$ cat src/rtl/uc_pkg.sv
// Shared definitions for the uc_bridge microcontroller interface: FSM states,
// timeout read-data fill and status-word layout.
package uc_pkg;

  typedef enum logic [1:0] {
    IDLE = 2'd0,
    BUS  = 2'd1,
    HOLD = 2'd2
  } uc_state_e;

  // Bit replicated across the whole data word when a read times out.
  localparam logic TIMEOUT_FILL = 1'b1;

  // Status word: pending interrupts from bit 0 upward, error flag in the MSB.
  localparam int unsigned STAT_PEND_LSB = 0;

  function automatic int unsigned stat_err_bit(input int unsigned data_w);
    return data_w - 1;
  endfunction

endpackage

$ cat src/rtl/uc_sync.sv
// Two-flop synchroniser with a rising-edge output taken after the second flop.
module uc_sync #(
  parameter int unsigned W = 1
) (
  input  logic         clk,
  input  logic         reset_n,
  input  logic [W-1:0] d_in,
  output logic [W-1:0] d_sync,
  output logic [W-1:0] d_rise
);

  logic [W-1:0] s1_q, s2_q, s3_q;
  logic [W-1:0] s1_d, s2_d, s3_d;

  always_comb begin
    s1_d = d_in;
    s2_d = s1_q;
    s3_d = s2_q;
  end

  always_ff @(posedge clk or negedge reset_n) begin
    if (!reset_n) begin
      s1_q <= '0;
      s2_q <= '0;
      s3_q <= '0;
    end else begin
      s1_q <= s1_d;
      s2_q <= s2_d;
      s3_q <= s3_d;
    end
  end

  assign d_sync = s2_q;
  assign d_rise = s2_q & ~s3_q;

endmodule

$ cat src/rtl/uc_bridge.sv
// Microcontroller pin interface to internal request/acknowledge register bus,
// with timeout and read-to-clear interrupt pending bits. UC_AUTOINC_EN: address auto-increment.
module uc_bridge
  import uc_pkg::*;
#(
  parameter int unsigned DATA_W  = 16,
  parameter int unsigned ADDR_W  = 16,
  parameter int unsigned NINT    = 8,
  parameter int unsigned TIMEOUT = 255
) (
  input  logic              clk,
  input  logic              reset_n,
  input  logic [DATA_W-1:0] uc_data_in,
  output logic [DATA_W-1:0] uc_data_out,
  output logic              uc_data_oe,
  input  logic              uc_addr_set,
  input  logic              uc_write,
  input  logic              uc_strobe,
  output logic              uc_not_ready,
  output logic              uc_interrupt,
  output logic [ADDR_W-1:0] uADDR,
  output logic [DATA_W-1:0] uDATA_W,
  input  logic [DATA_W-1:0] uDATA_R,
  output logic              uWRITE,
  output logic              uREQ,
  input  logic              uACK,
  input  logic [NINT-1:0]   uINTERRUPT
);

  localparam int unsigned CNT_W = (TIMEOUT < 2) ? 1 : $clog2(TIMEOUT + 1);
  localparam logic [CNT_W-1:0] CNT_LAST = CNT_W'(TIMEOUT - 1);
  localparam int unsigned ERR_BIT = stat_err_bit(DATA_W);

  logic            stb_sync, stb_rise;
  logic [NINT-1:0] irq_sync, irq_rise;

  uc_sync #(.W(1)) u_stb_sync (
    .clk     (clk),
    .reset_n (reset_n),
    .d_in    (uc_strobe),
    .d_sync  (stb_sync),
    .d_rise  (stb_rise)
  );

  uc_sync #(.W(NINT)) u_irq_sync (
    .clk     (clk),
    .reset_n (reset_n),
    .d_in    (uINTERRUPT),
    .d_sync  (irq_sync),
    .d_rise  (irq_rise)
  );

  uc_state_e         state_q, state_d;
  logic [ADDR_W-1:0] addr_q, addr_d;
  logic [NINT-1:0]   pend_q, pend_d;
  logic              err_q, err_d;
  logic [DATA_W-1:0] dout_q, dout_d;
  logic              req_q, req_d;
  logic              wr_q, wr_d;
  logic [DATA_W-1:0] wdata_q, wdata_d;
  logic [CNT_W-1:0]  cnt_q, cnt_d;
  logic [DATA_W-1:0] status_w;

  always_comb begin
    status_w = '0;
    status_w[ERR_BIT] = err_q;
    status_w[STAT_PEND_LSB +: NINT] = pend_q;
  end

  always_comb begin
    state_d = state_q;
    addr_d  = addr_q;
    pend_d  = pend_q | irq_rise;
    err_d   = err_q;
    dout_d  = dout_q;
    req_d   = req_q;
    wr_d    = wr_q;
    wdata_d = wdata_q;
    cnt_d   = cnt_q;
    unique case (state_q)
      IDLE: begin
        if (stb_rise) begin
          if (uc_addr_set) begin
            if (uc_write) begin
              addr_d = uc_data_in[ADDR_W-1:0];
            end else begin
              // Every pending bit is returned, so only edges from this clock survive.
              dout_d = status_w;
              pend_d = irq_rise;
              err_d  = 1'b0;
            end
            state_d = HOLD;
          end else begin
            req_d   = 1'b1;
            wr_d    = uc_write;
            wdata_d = uc_data_in;
            cnt_d   = '0;
            state_d = BUS;
          end
        end
      end
      BUS: begin
        if (uACK || (cnt_q == CNT_LAST)) begin
          req_d   = 1'b0;
          state_d = HOLD;
          if (!uACK) err_d = 1'b1;
          if (!wr_q) dout_d = uACK ? uDATA_R : {DATA_W{TIMEOUT_FILL}};
`ifdef UC_AUTOINC_EN
          addr_d = addr_q + ADDR_W'(1);
`endif
        end else begin
          cnt_d = cnt_q + CNT_W'(1);
        end
      end
      HOLD: begin
        if (!stb_sync) state_d = IDLE;
      end
      default: state_d = IDLE;
    endcase
  end

  always_ff @(posedge clk or negedge reset_n) begin
    if (!reset_n) begin
      state_q <= IDLE;
      addr_q  <= '0;
      pend_q  <= '0;
      err_q   <= 1'b0;
      dout_q  <= '0;
      req_q   <= 1'b0;
      wr_q    <= 1'b0;
      wdata_q <= '0;
      cnt_q   <= '0;
    end else begin
      state_q <= state_d;
      addr_q  <= addr_d;
      pend_q  <= pend_d;
      err_q   <= err_d;
      dout_q  <= dout_d;
      req_q   <= req_d;
      wr_q    <= wr_d;
      wdata_q <= wdata_d;
      cnt_q   <= cnt_d;
    end
  end

  assign uADDR        = addr_q;
  assign uDATA_W      = wdata_q;
  assign uWRITE       = wr_q;
  assign uREQ         = req_q;
  assign uc_data_out  = dout_q;
  assign uc_data_oe   = ~uc_write;
  assign uc_interrupt = |pend_q;
  assign uc_not_ready = uc_strobe & ~uc_addr_set & (state_q != HOLD);

endmodule

$ cat config.mk
export PLATFORM = sky130hd
export DESIGN_NAME = uc_bridge
export DESIGN_NICKNAME = d
export VERILOG_FILES = /design/src/rtl/uc_pkg.sv /design/src/rtl/uc_sync.sv /design/src/rtl/uc_bridge.sv
export SDC_FILE = /design/constraint.sdc
export NUM_CORES = 1
export LEC_CHECK = 0
export CAP_MARGIN = 20
export CORE_ASPECT_RATIO = 1.1
export CORE_MARGIN = 1.5
export CORE_UTILIZATION = 25
export DETAILED_ROUTE_END_ITERATION = 16
export GPL_ROUTABILITY_DRIVEN = 0
export PLACE_DENSITY = 0.48
export SYNTH_ARGS = -nofsm -noshare
export SYNTH_HDL_FRONTEND = slang
export SYNTH_SLANG_ARGS = --single-unit
$ cat constraint.sdc
create_clock -name clk -period 2 [get_ports clk]
set_input_delay 0.4 -clock clk [delete_from_list [all_inputs] [get_ports clk]]
set_output_delay 0.4 -clock clk [all_outputs]
set_load 0.02 [all_outputs]
## After elaboration in Yosys (flattened, before gate mapping)

Index checks and enable logic that the tools add are counted.

- Output and inout bits: 53
- Register bits after elaboration: 96
- Bits of input ports: 46
- Logic and storage cells: 79

- Bitwise gates (word level): 9
- Muxes and demuxes: 30
- Add/sub/neg operators: 1
- Reduce and logical (&&, ||, !) cells: 11
- Equal/unequal tests: 13

Operators by type and width:

| cell | number |
|---|---|
| two-way mux 16 bit | 6 |
| two-way mux 8 bit | 7 |
| case mux 16 bit (2 select lines) | 1 |
| inequality test 2 bit (second input constant) | 10 |
| case mux 8 bit (2 select lines) | 1 |
| AND reduction 4 bit | 3 |
| AND reduction 6 bit | 2 |
| adder 8 x 1 -> 8 bit (second input constant) | 1 |
| bitwise AND 8 bit | 1 |
| == test 8 bit (second input constant) | 1 |
| two-way mux 1 bit | 8 |
| two-way mux 2 bit | 4 |
| NOT 8 bit | 1 |
| OR 8 bit | 1 |
| OR reduction 8 bit | 1 |
| case mux 2 bit (3 select lines) | 1 |
| AND reduction 3 bit | 2 |
| case mux 1 bit (2 select lines) | 2 |
| bitwise AND 1 bit | 3 |
| NOT 1 bit | 3 |
| == test 2 x 1 -> 1 bit (second input constant) | 1 |
| == test 2 bit (second input constant) | 1 |
| logical NOT 2 bit | 1 |
| nonzero test 2 bit | 1 |
| logical OR 1 bit | 1 |

## Depth between registers and ports, before layout

- Word-level depth: 7
- Mapped depth: 7
- Depth with buffers taken out: 6

## Hierarchy

From an unflattened synthesis, not the netlist that was laid out.

- Cells, all modules: 311
- Area, all modules: 3,847.4 um^2

By module, submodules not included:

| module | cells each | area an instance (um^2) | sequential area each (um^2) | times used |
|---|---|---|---|---|
| uc_bridge | 275 | 3,047.9 | 1,726.7 | 1 |
| uc_sync at u_irq_sync | 32 | 710.7 | 600.6 | 1 |
| uc_sync at u_stb_sync | 4 | 88.8 | 75.1 | 1 |

## Worst setup path after synthesis

Ideal clock, no wire load.

- Path kind: register to register
- Start: register cnt_q[0]
- End: register dout_q[10] (netlist: uc_data_out[10])
- Path slack: 0.152 ns
- Data required time: 1.875 ns
- Data arrival time: 1.723 ns
- Stages on the path, launching flop included: 8
- Period minus slack after synthesis: 1.848 ns
- Cells stage by stage: dfrtp_1 -> inv_1 -> ha_1 -> nand3_2 -> o21ai_4 -> a21boi_4 -> buf_12 -> mux2_4

- Longest elaborated chain between the ends: 4

Ends and longest elaborated chain:

| element | RTL line | source |
|---|---|---|
| start: declaration | uc_bridge.sv:61 | `logic [CNT_W-1:0] cnt_q, cnt_d;` |
| start signal: assignment | uc_bridge.sv:142 | `cnt_q <= cnt_d;` |
| == test 8 bit | uc_bridge.sv:103 | `if (uACK \|\| (cnt_q == CNT_LAST)) begin` |
| logical OR 1 bit | uc_bridge.sv:103 |  |
| inequality test 2 bit (no source line) | n/a |  |
| AND reduction 6 bit (no source line) | n/a |  |
| end signal: assignment | uc_bridge.sv:138 | `dout_q <= dout_d;` |
| end: declaration | uc_bridge.sv:57 | `logic [DATA_W-1:0] dout_q, dout_d;` |

No other way between the ends.
A chain may end at the register's enable or synchronous reset.

## Final worst setup path

- Start: input uc_write
- End: output uc_data_oe

- Longest elaborated chain between the ends: 1

Ends and longest elaborated chain:

| element | RTL line | source |
|---|---|---|
| start: declaration | uc_bridge.sv:17 | `input logic uc_write,` |
| NOT 1 bit | uc_bridge.sv:151 | `assign uc_data_oe = ~uc_write;` |
| end: declaration | uc_bridge.sv:15 | `output logic uc_data_oe,` |

No other way between the ends.

==> out/results.tsv <==
stage	metric	value	unit
sta	part of the cycle the worst path needs	0.958	
sta	Hold Fails Final Rpt	0	
clocking	clk_lat worst skew	340	ps
critical_path	crit path capture type	primary output	
critical_path	Startpoint Class	input port	
synth	synth unique cells	38	
place	I/O Buffers	98	
synth	Synthesized Nets	361	
synth	Syn Area/Cell	12.1	µm²
place	DP Wirelength	6300	µm
clocking	clk slew on worst S/H paths	70	ps
sta	max_slew headroom	0.731	
clocking	H-tree levels	3	
power_and_ir_drop	Max VDD drop	0.618	mV
critical_path	critical path arrival	1520	ps
clocking	Post CTS Setup Buffer Count	0	
hold_path	Hold Path Depth	0	
hold_path	Hold Crit Class	register to register	
grt	GRT overflow	0	
sta	worst-margin pin slew	404	ps
sta	RSZ-0062 raised after global routing	no	
sta	Setup Skew	6.84	ps
synth	Most used DFF post-synth	dfrtp_1	
critical_path	Crit Path Category	input port to primary output	
grt	global-route wire length before repair	14000	µm
route	antenna violation net count after detailed routing	0	
sta	min cycle time layout	1920	ps
floorplan	Core Region	14600	µm²
sta	TNS Setup	0	ps
finish	nets	477	
synth	Post-synth EDFFs	0	
place	post-placement cell count	609	
clocking	TritonCTS buffer count	9	
route	WL final	8500	µm
clocking	Root Driver	clkbuf_16	
finish	n_diodes	0	
finish	synth-to-layout area growth	43.6	%
finish	layout cell share with drive strength beyond 1	0.173	
grt	largest net degree at the start of global routing	32	
critical_path	Critical Path RT	1600	ps
floorplan	die area	15900	µm²
grt	initial antenna violation count	0	
sta	fmax	522	MHz
grt	vias in the first global route	2656	
synth	register area share after synthesis	0.635	
sta	final hold slack	350	ps
synth	asr flop ratio synth	1.00	
synth	#FFs+latches synth	96	
clocking	TritonCTS clock tree	done	
critical_path	CP Max Fanout	2	
place	dpl cell area	5100	µm²
floorplan	# IOs	99	
grt	GR Util All Layers	0.112	
clocking	Sink Count	96	
critical_path	R2R cell count	7	
floorplan	num rows	46	
floorplan	Die Height	132	µm
floorplan	Initial Utilization	0.259	
route	post-DR wirelength/cell	13.6	µm
synth	Post-Syn Instances	313	
run	Max-cap violations	0	
synth	synthesized cell area	3780	µm²
clocking	maximum clock path buffer count	2	
route	Vias/cell	4.15	
finish	Non-Filler Cell Area, Final	5430	µm²
route	DR iter-0 viols	84	
route	router iterations before antenna repair	4	
sta	max-slew violation total from the final report	0	
route	DRC errors left	0	
finish	Layout Cells excl Fill	626	
outcome	run status	complete, no violations	
route	Via Count	2598	
sta	Final setup viols	0	
floorplan	Die X	120	µm
power_and_ir_drop	Power per Cell Area	1160	nW/µm²
synth	Syn. warnings	0	
power_and_ir_drop	leakage power	2.47	nW
==> routing by layer <==
metal / global-route usage / routed length [µm] / vias up
met4: 0.0431 / 116 / 0
met5: 0 / 0 / -
li1: - / - / 1265
met3: 0.0272 / 358 / 6
met1: 0.145 / 3800 / 1276
met2: 0.183 / 4220 / 51
==> cells in the final DEF (no fill, tap or decap), drive strengths merged <==
cell and count:
a21boi 1, a21o 1, a21oi 8, a31oi 10
and2 3, and2b 1, and3 3, buf 19
bufinv 1, clkbuf 9, clkdlybuf4s50 95, clkinv 1
dfrtp 96, dlygate4sd2 2, dlygate4sd3 1, ha 2
inv 31, mux2 32, nand2 60, nand2b 1
nand3 6, nand4 1, nand4b 1, nor2 15
nor2b 2, nor3b 3, nor4 2, o2111ai 1
o211ai 4, o21ai 16, o31ai 1, or2b 1
xor2 4
==> through the flow <==
stage          setup WS, ps  utilization  total power [W]
3_5_place_dp           -220        0.349          0.00456
6_report               84.3        0.372          0.00632
2_1_floorplan           152            -          0.00353
3_3_place_gp           -202        0.349          0.00453
4_1_cts                25.9        0.371          0.00641
5_1_grt                23.0        0.372          0.00665
==> synth_stat cells (all sizes together) (2+ instances only) <==
cell type	n	share of area
clkbuf	6	0.0060
xor2	4	0.0093
nor4	2	0.0033
and2	3	0.0050
nand3	6	0.013
o21ai	16	0.024
inv	26	0.026
o211ai	4	0.0079
and3	3	0.0050
nor3b	3	0.010
mux2	32	0.11
dfrtp	96	0.64
a31oi	10	0.017
buf	6	0.014
a21oi	8	0.011
nand2	60	0.060
ha	2	0.0066
nor2b	2	0.0033
nor2	15	0.015
==> cell type report <==
cell class	instances	area (µm²)
flip-flops and latches	96	2400
inverters	26	97.6
multi-input cells	179	1210
fillers	1461	9190
clock buffers	9	225
well taps	192	240
repair buffers	117	1160
clock inverters	7	95.1
==> report_power, final <==
group | internal [W] | switching (W) | total (W) | leakage (nW)
sequential | 0.00235 | 0.000265 | 0.00262 | 1.14
combinational | 0.000996 | 0.000882 | 0.00188 | 1.17
clock | 0.00101 | 0.000807 | 0.00182 | 0.158
total | 0.00436 | 0.00195 | 0.00632 | 2.47
==> final timing paths <==
path	startpoint	to	slack, ps
setup / recovery	uc_write	uc_data_oe	80
hold / removal	u_stb_sync.s1_q	u_stb_sync.d_sync	350
setup reg to reg	cnt_q[0]	uc_data_out[1]	150
hold reg to reg	u_stb_sync.s1_q	u_stb_sync.d_sync	350
max in group asynchronous	reset_n	cnt_q[2]	890
min in group asynchronous	reset_n	u_irq_sync.s1_q[3]	530
==> sequential cells by signal, summed over array words and instances, names as in the netlist <==
register           cells
cnt_q                  8
err_q                  1
pend_q                 8
state_q                2
uADDR                 16
uDATA_W               16
uREQ                   1
uWRITE                 1
u_irq_sync.d_sync      8
u_irq_sync.s1_q        8
u_irq_sync.s3_q        8
u_stb_sync.d_sync      1
u_stb_sync.s1_q        1
u_stb_sync.s3_q        1
uc_data_out           16
==> timing repair <==
item | in CTS | in global routing
pin swaps | 0 | 0
resized for setup | 2 | 1
hold buffers | 1 | 0
endpoints found under the setup margin | 2 | 1
endpoints found under the hold margin | 27 | 0
==> cells by family after synthesis <==
kind of cell             synth area share
buffers and inverters              0.0457
AO/OA/AOI/OAI                      0.0705
AND/OR/NAND/NOR                     0.127
adder cells (fa/ha/maj)           0.00662
XOR/XNOR                          0.00926
flip-flops                          0.635
multiplexers                        0.105
==> critical path, stage by stage <==
cell,delay [ps]
clkdlybuf4s50_1,410
inv_1,70
clkdlybuf4s50_1,630
Note: power is estimated with default switching activity, not from simulation.
